File: src/rtl/uart_pkg.sv
// uart_pkg: bus addresses, CON bit positions and TX FSM states shared by the UART controller
package uart_pkg;
  localparam logic [31:0] TXD_ADDR = 32'h4000_0018;
  localparam logic [31:0] RXD_ADDR = 32'h4000_001C;
  localparam logic [31:0] CON_ADDR = 32'h4000_0020;
  localparam int CON_TX_IE     = 0;
  localparam int CON_RX_IE     = 1;
  localparam int CON_TX_DONE   = 2;
  localparam int CON_RX_READY  = 3;
  localparam int CON_TX_BUSY   = 4;
  localparam int CON_OVERRUN   = 5;
  localparam int CON_FIFO_FULL = 6;
  typedef enum logic [1:0] {IDLE, ARM, WAIT_START, WAIT_DONE} tx_state_e;
endpackage

File: src/rtl/uart_tx_fifo.sv
// uart_tx_fifo: synchronous byte FIFO with wrapping pointers; pushes while full are dropped
module uart_tx_fifo #(
  parameter int DEPTH = 4
) (
  input  logic                       clk,
  input  logic                       rst_n,
  input  logic                       push,
  input  logic [7:0]                 din,
  input  logic                       pop,
  output logic [7:0]                 dout,
  output logic                       full,
  output logic                       empty,
  output logic [$clog2(DEPTH):0]     count
);
  localparam int AW = $clog2(DEPTH);
  logic [7:0] mem_q [DEPTH];
  logic [AW-1:0] wp_q, wp_d, rp_q, rp_d;
  logic [AW:0] cnt_q, cnt_d;
  logic do_push, do_pop;
  always_comb begin
    full = cnt_q == (AW+1)'(DEPTH);
    empty = cnt_q == '0;
    do_push = push && !full;
    do_pop = pop && !empty;
    wp_d = do_push ? wp_q + AW'(1) : wp_q;
    rp_d = do_pop ? rp_q + AW'(1) : rp_q;
    cnt_d = cnt_q + (AW+1)'(do_push) - (AW+1)'(do_pop);
    dout = mem_q[rp_q];
    count = cnt_q;
  end
  always_ff @(posedge clk) begin
    if (do_push) mem_q[wp_q] <= din;
  end
  always_ff @(posedge clk or negedge rst_n) begin
    if (!rst_n) begin
      wp_q <= '0;
      rp_q <= '0;
      cnt_q <= '0;
    end else begin
      wp_q <= wp_d;
      rp_q <= rp_d;
      cnt_q <= cnt_d;
    end
  end
endmodule

File: src/rtl/uart_bus_ctrl.sv
// uart_bus_ctrl: memory-mapped UART controller with TX FIFO, sender handshake FSM and RX holding register
module uart_bus_ctrl
  import uart_pkg::*;
#(
  parameter int TX_DEPTH = 4
) (
  input  logic        clk,
  input  logic        reset,
  input  logic [31:0] addr,
  input  logic [31:0] wdata,
  input  logic        MemRead,
  input  logic        MemWrite,
  output logic [31:0] rdata,
  input  logic        baud_tick,
  input  logic        RXStatus,
  input  logic [7:0]  RXData,
  input  logic        TXStatus,
  output logic [7:0]  TXData,
  output logic        TXEn,
  output logic        irq
);
  localparam int AW = $clog2(TX_DEPTH);
  tx_state_e state_q, state_d;
  logic rx_s1_q, rx_s2_q, rx_s3_q, tx_s1_q, tx_s2_q;
  logic [7:0] rx_byte_q, rx_byte_d, tx_data_q, tx_data_d, fifo_dout;
  logic rx_ready_q, rx_ready_d, overrun_q, overrun_d, tx_done_q, tx_done_d;
  logic tx_ie_q, tx_ie_d, rx_ie_q, rx_ie_d, txen_q, txen_d, irq_q, irq_d;
  logic wr_txd, wr_con, rd_rxd, rd_con, rx_edge, ovr_set, done_set, pop;
  logic fifo_full, fifo_empty, tx_busy;
  logic [AW:0] fifo_cnt;
  logic [31:0] con_rd;
  logic unused;
  assign unused = ^wdata[31:8];
  uart_tx_fifo #(.DEPTH(TX_DEPTH)) u_fifo (
    .clk(clk),
    .rst_n(reset),
    .push(wr_txd),
    .din(wdata[7:0]),
    .pop(pop),
    .dout(fifo_dout),
    .full(fifo_full),
    .empty(fifo_empty),
    .count(fifo_cnt)
  );
  always_comb begin
    wr_txd = MemWrite && addr == TXD_ADDR;
    wr_con = MemWrite && addr == CON_ADDR;
    rd_rxd = MemRead && addr == RXD_ADDR;
    rd_con = MemRead && addr == CON_ADDR;
    rx_edge = rx_s2_q && !rx_s3_q;
    ovr_set = rx_edge && rx_ready_q && !rd_rxd;
    done_set = state_q == WAIT_DONE && tx_s2_q;
    pop = state_q == IDLE && !fifo_empty && tx_s2_q;
    tx_busy = state_q != IDLE || fifo_cnt != '0;
    rx_byte_d = rx_edge && !ovr_set ? RXData : rx_byte_q;
    rx_ready_d = rx_edge || (rx_ready_q && !rd_rxd);
    overrun_d = ovr_set || (overrun_q && !rd_con);
    tx_done_d = done_set || (tx_done_q && !rd_con);
    tx_ie_d = wr_con ? wdata[0] : tx_ie_q;
    rx_ie_d = wr_con ? wdata[1] : rx_ie_q;
    tx_data_d = pop ? fifo_dout : tx_data_q;
    irq_d = (tx_ie_q && tx_done_q) || (rx_ie_q && rx_ready_q);
    state_d = pop ? ARM
            : (state_q == ARM && baud_tick) ? WAIT_START
            : (state_q == WAIT_START && !tx_s2_q) ? WAIT_DONE
            : done_set ? IDLE : state_q;
    txen_d = state_d == ARM;
    con_rd = '0;
    con_rd[CON_TX_IE] = tx_ie_q;
    con_rd[CON_RX_IE] = rx_ie_q;
    con_rd[CON_TX_DONE] = tx_done_q;
    con_rd[CON_RX_READY] = rx_ready_q;
    con_rd[CON_TX_BUSY] = tx_busy;
    con_rd[CON_OVERRUN] = overrun_q;
    con_rd[CON_FIFO_FULL] = fifo_full;
    rdata = addr == RXD_ADDR ? {24'b0, rx_byte_q} : addr == CON_ADDR ? con_rd : '0;
  end
  always_ff @(posedge clk or negedge reset) begin
    if (!reset) begin
      state_q <= IDLE;
      rx_s1_q <= 1'b0;
      rx_s2_q <= 1'b0;
      rx_s3_q <= 1'b0;
      tx_s1_q <= 1'b0;
      tx_s2_q <= 1'b0;
      rx_byte_q <= '0;
      tx_data_q <= 8'hFF;
      rx_ready_q <= 1'b0;
      overrun_q <= 1'b0;
      tx_done_q <= 1'b0;
      tx_ie_q <= 1'b0;
      rx_ie_q <= 1'b0;
      txen_q <= 1'b0;
      irq_q <= 1'b0;
    end else begin
      state_q <= state_d;
      rx_s1_q <= RXStatus;
      rx_s2_q <= rx_s1_q;
      rx_s3_q <= rx_s2_q;
      tx_s1_q <= TXStatus;
      tx_s2_q <= tx_s1_q;
      rx_byte_q <= rx_byte_d;
      tx_data_q <= tx_data_d;
      rx_ready_q <= rx_ready_d;
      overrun_q <= overrun_d;
      tx_done_q <= tx_done_d;
      tx_ie_q <= tx_ie_d;
      rx_ie_q <= rx_ie_d;
      txen_q <= txen_d;
      irq_q <= irq_d;
    end
  end
  assign TXData = tx_data_q;
  assign TXEn = txen_q;
  assign irq = irq_q;
endmodule

File: config.mk
export PLATFORM = sky130hd
export DESIGN_NAME = uart_bus_ctrl
export DESIGN_NICKNAME = d
export VERILOG_FILES = /design/src/rtl/uart_pkg.sv /design/src/rtl/uart_tx_fifo.sv /design/src/rtl/uart_bus_ctrl.sv
export SDC_FILE = /design/constraint.sdc
export NUM_CORES = 1
export LEC_CHECK = 0
export ABC_AREA = 1
export CAP_MARGIN = 0
export CORE_MARGIN = 2
export CORE_UTILIZATION = 57
export DETAILED_ROUTE_END_ITERATION = 16
export DONT_BUFFER_PORTS = 1
export HOLD_SLACK_MARGIN = 0.1
export PLACE_DENSITY = 0.75
export SLEW_MARGIN = 10
export SYNTH_ARGS = -nofsm -noshare
export SYNTH_HDL_FRONTEND = slang
export SYNTH_SLANG_ARGS = --single-unit
File: constraint.sdc
create_clock -name clk -period 1.9 [get_ports clk]
set_input_delay 0.095 -clock clk [delete_from_list [all_inputs] [get_ports clk]]
set_output_delay 0.095 -clock clk [all_outputs]
set_load 0.03 [all_outputs]
* After elaboration in Yosys (flattened, before gate mapping)
Memory sizes are Yosys's and may differ from the RTL's. A register that Yosys moved wholly into a read port is not among the register bits.
Index checks and enable logic that the tools add are counted.
** Storage, ports and cells
- Memories kept :: 1
- Logic and storage cells :: 75
- Output and inout bits :: 42
- RAM bits :: 32
- Flip-flop bits (word level) :: 29
- Input port bits :: 79
** Cells by class
- Multiplexer cells :: 8
- $add $sub $neg :: 4
- Reduce and logical (&&, ||, !) cells :: 37
- Eq/ne operators :: 8
** Memory list
- u_fifo.mem_q :: words 4, width 8, rd ports 1, clocked after memory_dff 1, write ports 1, line uart_tx_fifo.sv:16 : logic [7:0] mem_q [DEPTH];
** Operators by type and width (count)
- equality test 32 x 31 -> 1 bit, second input constant :: 3
- logical AND 1 bit :: 20
- logical NOT 1 bit :: 8
- two-way mux 2 bit :: 4
- two-way mux 8 bit :: 1
- two-way mux 7 bit :: 1
- logical OR 1 bit :: 5
- adder 2 x 1 -> 2 bit, second input constant :: 2
- equality test 2 x 1 -> 1 bit, second input constant :: 2
- equality test 2 bit, second input constant :: 2
- adder 3 x 1 -> 3 bit :: 1
- equality test 3 bit, second input constant :: 1
- logical NOT 3 bit :: 1
- nonzero test 3 bit :: 1
- subtractor 3 x 1 -> 3 bit :: 1
- logical NOT 2 bit :: 1
- two-way mux 1 bit :: 2
- nonzero test 2 bit :: 1

* Logic depth before layout (Yosys ltp)
- Depth in word-level cells :: 7
- Depth in mapped cells :: 12

* Modules after synthesis
A second synthesis with hierarchy kept.
** Second synthesis, totals
- Cell total of the unflattened synthesis :: 385
- Area total of the unflattened synthesis :: 3488.3 um^2
** Modules (own cells, without submodules)
- uart_bus_ctrl :: cells each 226, times used 1, area an instance 1762.9 um^2
- uart_tx_fifo :: cells each 159, times used 1, area an instance 1725.4 um^2

* Worst setup path after synthesis
Ideal clock, no wire load.
- Path type :: register to register
- Start :: register u_fifo.cnt_q[1] (netlist: u_fifo.count[1])
- End :: register u_fifo.cnt_q[2] (netlist: u_fifo.count[2])
- Arrival :: 1.881 ns
- Cell stages (with the launch flop) :: 11
- Setup slack :: -0.102 ns
- Data required time :: 1.778 ns
- Setup time :: 0.122 ns
- Cells stage by stage :: dfrtp_1 -> inv_1 -> nand3_1 -> nand3_1 -> clkinv_1 -> ha_1 -> inv_1 -> ha_1 -> inv_1 -> fa_1 -> xor2_1
** Between the ends
- Word-level cells in the longest chain between the ends :: 6
- Elaborated cells on any way between the ends :: 10
** RTL lines
- start: declaration :: line uart_tx_fifo.sv:18 : logic [AW:0] cnt_q, cnt_d;
- start signal: assignment :: line uart_tx_fifo.sv:42 : cnt_q <= cnt_d;
- logical NOT 3 bit * :: line uart_tx_fifo.sv:22 : empty = cnt_q == '0;
- logical NOT 1 bit * :: line uart_tx_fifo.sv:24, uart_bus_ctrl.sv:53
- logical AND 1 bit (2 in series) :: line uart_bus_ctrl.sv:53 : pop = state_q == IDLE && !fifo_empty && tx_s2_q;
- logical AND 1 bit * :: line uart_tx_fifo.sv:24 : do_pop = pop && !empty;
- via u_fifo.do_pop :: line uart_tx_fifo.sv:19 : logic do_push, do_pop;
- subtractor 3 x 1 -> 3 bit * :: line uart_tx_fifo.sv:27 : cnt_d = cnt_q + (AW+1)'(do_push) - (AW+1)'(do_pop);
- via u_fifo.cnt_d[2] :: line uart_tx_fifo.sv:18
Mark *: on every way through the listed nets, which the timed path passes. The rest lies on a longest branch.
A chain may end at the register's enable or synchronous reset.

* Worst setup path after layout
- Start :: register state_q[1]
- End :: register u_fifo.cnt_q[1] (netlist: u_fifo.count[1])
** Between the ends
- Word-level cells in the longest chain between the ends :: 5
** RTL lines
- start: declaration :: line uart_bus_ctrl.sv:23 : tx_state_e state_q, state_d;
- start signal: assignment :: line uart_bus_ctrl.sv:96 : state_q <= state_d;
- logical NOT 2 bit :: line uart_bus_ctrl.sv:53
- logical AND 1 bit (2 in series) :: line uart_bus_ctrl.sv:53
- logical AND 1 bit :: line uart_tx_fifo.sv:24
- via u_fifo.do_pop :: line uart_tx_fifo.sv:19
- subtractor 3 x 1 -> 3 bit :: line uart_tx_fifo.sv:27
- via u_fifo.cnt_d[1] :: line uart_tx_fifo.sv:18
The timed path passes the listed nets, and every way through them passes these cells.

==> results_tabular.tex <==
\begin{tabular}{lr}
\hline
Metric & Value \\
\hline
\multicolumn{2}{l}{\textbf{Outcome}} \\
Result of the run & complete, no violations \\
\multicolumn{2}{l}{\textbf{Placed design}} \\
Placed standard-cell area & 3440 um2 \\
Worst Setup Slack post-DPL & 19.3 ps \\
Final HPWL from detailed placement & 4430 um \\
Number of input and output port buffers inserted & 0 \\
Gpl congestion & 0.785 \\
\multicolumn{2}{l}{\textbf{Worst setup path}} \\
Crit Path Class & flop to flop \\
Crit-path most repeated cell & sky130\_fd\_sc\_hd\_\_inv\_1 \\
Worst path top cell family by delay & adder cells \\
Flop2flop setup slack & 30 ps \\
Kind of launch point of the worst setup path & flop \\
R2r worst-path depth & 9 \\
Crit end category & flop \\
Maximum fanout along the worst path & 2 \\
Cell with the largest stage delay on the worst path & sky130\_fd\_sc\_hd\_\_fa\_2 \\
Data arrival time of the critical path & 2110 ps \\
Worst Path Required & 2140 ps \\
Worst flop-to-flop path endpoint & u\_fifo.count[1]\$\_DFF\_PN0\_ \\
Crit path cell chain & nor2\_2, nand3\_2, inv\_4, ha\_1, inv\_1, ha\_1, inv\_1, fa\_2, inv\_1 \\
Highest cell delay on the worst timing path & 520 ps \\
Startpoint of the most critical register-to-register path & state\_q[1]\$\_DFF\_PN0\_ \\
Bufs and invs on worst path & 4 \\
\multicolumn{2}{l}{\textbf{Yosys}} \\
Most frequent cell after synthesis & sky130\_fd\_sc\_hd\_\_nand2\_1 \\
Number of synthesized flops with an enable pin & 32 \\
Part of the Yosys area used for sequential elements & 0.564 \\
Share of the synthesized area in the top cell type & 0.286 \\
Async SR Flop Fraction & 0.536 \\
Syn Inst Count & 349 \\
Most frequent cells after synthesis & 77 x sky130\_fd\_sc\_hd\_\_nand2\_1, 39 x sky130\_fd\_sc\_hd\_\_inv\_1, 32 x sky130\_fd\_sc\_hd\_\_edfxtp\_1, 31 x sky130\_fd\_sc\_hd\_\_nor2\_1 \\
Yosys top cell by area & sky130\_fd\_sc\_hd\_\_edfxtp\_1 \\
Yosys cell types & 34 \\
Cell area after synthesis & 3370 um2 \\
Cell types occupying the most area after synthesis & sky130\_fd\_sc\_hd\_\_edfxtp\_1 29\%, sky130\_fd\_sc\_hd\_\_dfrtp\_1 22\%, sky130\_fd\_sc\_hd\_\_nand2\_1 8.6\% \\
Average instance area after synthesis & 9.64 um2 \\
Flops \& latches, synth & 69 \\
Yosys Warn Count & 0 \\
Most used DFF post-synth & sky130\_fd\_sc\_hd\_\_edfxtp\_1 \\
\multicolumn{2}{l}{\textbf{Route}} \\
Final WL & 6990 um \\
Initial DRC count & 135 \\
Vias per cell & 5.29 \\
Total via count after detailed routing & 2,534 \\
Wire length per cell after detailed routing & 14.6 um \\
Initial DRT Pass Iterations & 5 \\
Final ANT Viol Nets & 0 \\
Number of DRC violations after detailed routing & 0 \\
\multicolumn{2}{l}{\textbf{Finish}} \\
Multi-input gate area in the final layout & 1200 um2 \\
Area Growth Syn to Fin & 18.6\% \\
Fill count & 407 \\
Fraction of final layout cells with drive strength greater than 1 & 0.177 \\
Number of antenna diodes & 0 \\
Storage cell area & 1900 um2 \\
Net count, final & 488 \\
Fin area & 3990 um2 \\
\multicolumn{2}{l}{\textbf{Worst hold path}} \\
Path category of the worst min-delay check & primary input to flop \\
HP Start & addr[4] \\
Worst Hold End & tx\_ie\_q\$\_DFFE\_PN0P\_ \\
Depth of the worst hold-timing path & 6 \\
\multicolumn{2}{l}{\textbf{Floorplanning}} \\
Site Rows & 27 \\
Vertical die dimension & 80.8 um \\
Die footprint & 6540 um2 \\
Standard cell core area & 5610 um2 \\
Overall die width & 80.8 um \\
Top-Level Pins & 121 \\
Initial Util & 0.600 \\
\multicolumn{2}{l}{\textbf{Clock tree}} \\
Clk sinks & 69 \\
Clock insertion delay at the later pin of the skew report & 350 ps \\
Number of buffers inserted during clock tree synthesis & 9 \\
TritonCTS clock tree & built \\
H-tree levels & 3 \\
Clk pin slew, worst setup/hold paths & 80 ps \\
Clock Path Buffers & 2 \\
Clock root buffer & sky130\_fd\_sc\_hd\_\_clkbuf\_8 \\
\multicolumn{2}{l}{\textbf{STA}} \\
Highest attainable clock frequency & 535 MHz \\
Setup-failing EPs final & 0 \\
Slack of the critical path & 29.6 ps \\
Actual transition at the worst max-transition pin & 548 ps \\
Post-route fraction of the period consumed by the critical path & 0.984 \\
Post-route clock skew & 9.17 ps \\
Number of max-slew violations in the final report & 0 \\
Crit path time final & 1870 ps \\
Hold violation total from the final report & 0 \\
Worst max-slew margin expressed relative to the limit & 0.633 \\
Setup TNS & 0 ps \\
\multicolumn{2}{l}{\textbf{Global routing}} \\
Antenna violations before repair & 0 \\
Overflow left after global routing & 0 \\
Largest net degree at the start of global routing & 38 \\
Via count of the first global-routing pass & 2,419 \\
Wire length of the first global-routing pass & 11,100 um \\
GRT Util Overall & 0.232 \\
\multicolumn{2}{l}{\textbf{Job}} \\
Count of maximum capacitance violations & 0 \\
\multicolumn{2}{l}{\textbf{Pwr}} \\
Power per standard cell area & 818 nW/um2 \\
Total power draw & 3.26 mW \\
Maximum vdd ir drop & 0.000473 V \\
Pleak & 1.90 nW \\
\hline
\end{tabular}
## layout make-up
cell class / instances / share of cell area
Clock buffer: 10 / 0.0345
Clock inverter: 6 / 0.00972
Tap cell: 72 / 0.0226
Sequential cell: 69 / 0.475
Inverter: 43 / 0.0411
Multi-Input combinational cell: 230 / 0.301
Timing Repair Buffer: 49 / 0.116
## worst register-to-register path: stages (launching register included)
cell and delay (ps):
sky130_fd_sc_hd__dfrtp_1 400, sky130_fd_sc_hd__nor2_2 150, sky130_fd_sc_hd__nand3_2 120, sky130_fd_sc_hd__inv_4 70, sky130_fd_sc_hd__ha_1 220, sky130_fd_sc_hd__inv_1 70, sky130_fd_sc_hd__ha_1 140, sky130_fd_sc_hd__inv_1 60
sky130_fd_sc_hd__fa_2 520, sky130_fd_sc_hd__inv_1 40
## cell usage in the layout, fill, tap and decap left out, types with 2 or more instances in the layout
| master | synthesis | routed |
|---|---|---|
| sky130_fd_sc_hd__nand2_1 | 77 | 77 |
| sky130_fd_sc_hd__inv_1 | 39 | 36 |
| sky130_fd_sc_hd__dlygate4sd3_1 | 0 | 33 |
| sky130_fd_sc_hd__edfxtp_1 | 32 | 32 |
| sky130_fd_sc_hd__nor2_1 | 31 | 30 |
| sky130_fd_sc_hd__dfrtp_1 | 29 | 29 |
| sky130_fd_sc_hd__nand3_1 | 29 | 27 |
| sky130_fd_sc_hd__conb_1 | 1 | 24 |
| sky130_fd_sc_hd__o21ai_0 | 17 | 17 |
| sky130_fd_sc_hd__buf_4 | 24 | 15 |
| sky130_fd_sc_hd__clkbuf_8 | 0 | 10 |
| sky130_fd_sc_hd__dfstp_2 | 8 | 8 |
| sky130_fd_sc_hd__nor2_2 | 7 | 8 |
| sky130_fd_sc_hd__o22ai_1 | 8 | 8 |
| sky130_fd_sc_hd__nand2_2 | 6 | 6 |
| sky130_fd_sc_hd__inv_2 | 3 | 6 |
| sky130_fd_sc_hd__ha_1 | 6 | 6 |
| sky130_fd_sc_hd__nor3_1 | 5 | 4 |
| sky130_fd_sc_hd__xor2_1 | 3 | 3 |
| sky130_fd_sc_hd__and2_1 | 2 | 2 |
| sky130_fd_sc_hd__nor2_4 | 2 | 2 |
| sky130_fd_sc_hd__nor2_8 | 2 | 2 |
| sky130_fd_sc_hd__nand3_2 | 0 | 2 |
| sky130_fd_sc_hd__nand2_4 | 2 | 2 |
| sky130_fd_sc_hd__clkinv_2 | 0 | 2 |
| sky130_fd_sc_hd__clkinv_4 | 0 | 2 |
## timing repair
| item | CTS | global route |
|---|---|---|
| buffers inserted | 0 | 1 |
| hold buffers | 34 | 0 |
| resized for setup | 0 | 8 |
| setup endpoints to repair | 0 | 31 |
| hold endpoints to repair | 87 | 0 |
## where the power goes
group	switching, mW	total [mW]	internal [mW]	leakage (nW)
sequential	0.181	1.87	1.69	0.740
clock	0.551	1.05	0.503	0.0897
combinational	0.208	0.340	0.131	1.07
total	0.940	3.26	2.33	1.90
## through the flow
stage               cells  hold WS (ps)   util
floorplan             372          -201      -
global placement      428          -200  0.614
detailed placement    428          -200  0.614
CTS                   478           137  0.707
global route          479           177  0.712
finish                479           157  0.712
## state kept, by name (all words and copies together) (netlist names)
| register | cells |
|---|---|
| u_fifo.count | 3 |
| TXData | 8 |
| tx_s1_q | 1 |
| rx_ready_q | 1 |
| overrun_q | 1 |
| rx_ie_q | 1 |
| TXEn | 1 |
| rx_s2_q | 1 |
| u_fifo.mem_q | 32 |
| state_q | 2 |
| tx_s2_q | 1 |
| u_fifo.rp_q | 2 |
| irq | 1 |
| rx_byte_q | 8 |
| rx_s1_q | 1 |
| tx_ie_q | 1 |
| rx_s3_q | 1 |
| u_fifo.wp_q | 2 |
| tx_done_q | 1 |
## cells by family (layout without fill, tap and decap cells)
family,count (synthesis),count (layout),synth area share
and+or+nand+nor,166,166,0.237
buffers and inverters,73,108,0.111
DFF,69,69,0.564
AOI/OAI and AO/OA,29,29,0.0480
adders and majority gates,7,7,0.0283
xor gates and xnor gates,3,3,0.00781
other,1,24,0.00111
muxes,1,1,0.00297
## routing by layer
metal	up-vias	global-route usage	share of wire
li1	1183	-	-
met1	1200	0.289	0.42
met2	126	0.364	0.48
met3	25	0.0711	0.068
met4	0	0.124	0.035
met5	-	0	0
## worst max path at each step
stage	start	to	slack [ps]	depth (start not counted)
after global placement	u_fifo.count[2]$_DFF_PN0_	u_fifo.count[2]$_DFF_PN0_	80	10
after global routing	state_q[1]$_DFF_PN0_	u_fifo.count[1]$_DFF_PN0_	-30	9
after floorplan	state_q[1]$_DFF_PN0_	u_fifo.count[2]$_DFF_PN0_	9	9
after detailed placement	u_fifo.count[1]$_DFF_PN0_	u_fifo.count[2]$_DFF_PN0_	20	10
final	state_q[1]$_DFF_PN0_	u_fifo.count[1]$_DFF_PN0_	30	9
after CTS	u_fifo.count[1]$_DFF_PN0_	u_fifo.count[2]$_DFF_PN0_	7	10
Note: power is estimated with default switching activity, not from simulation.
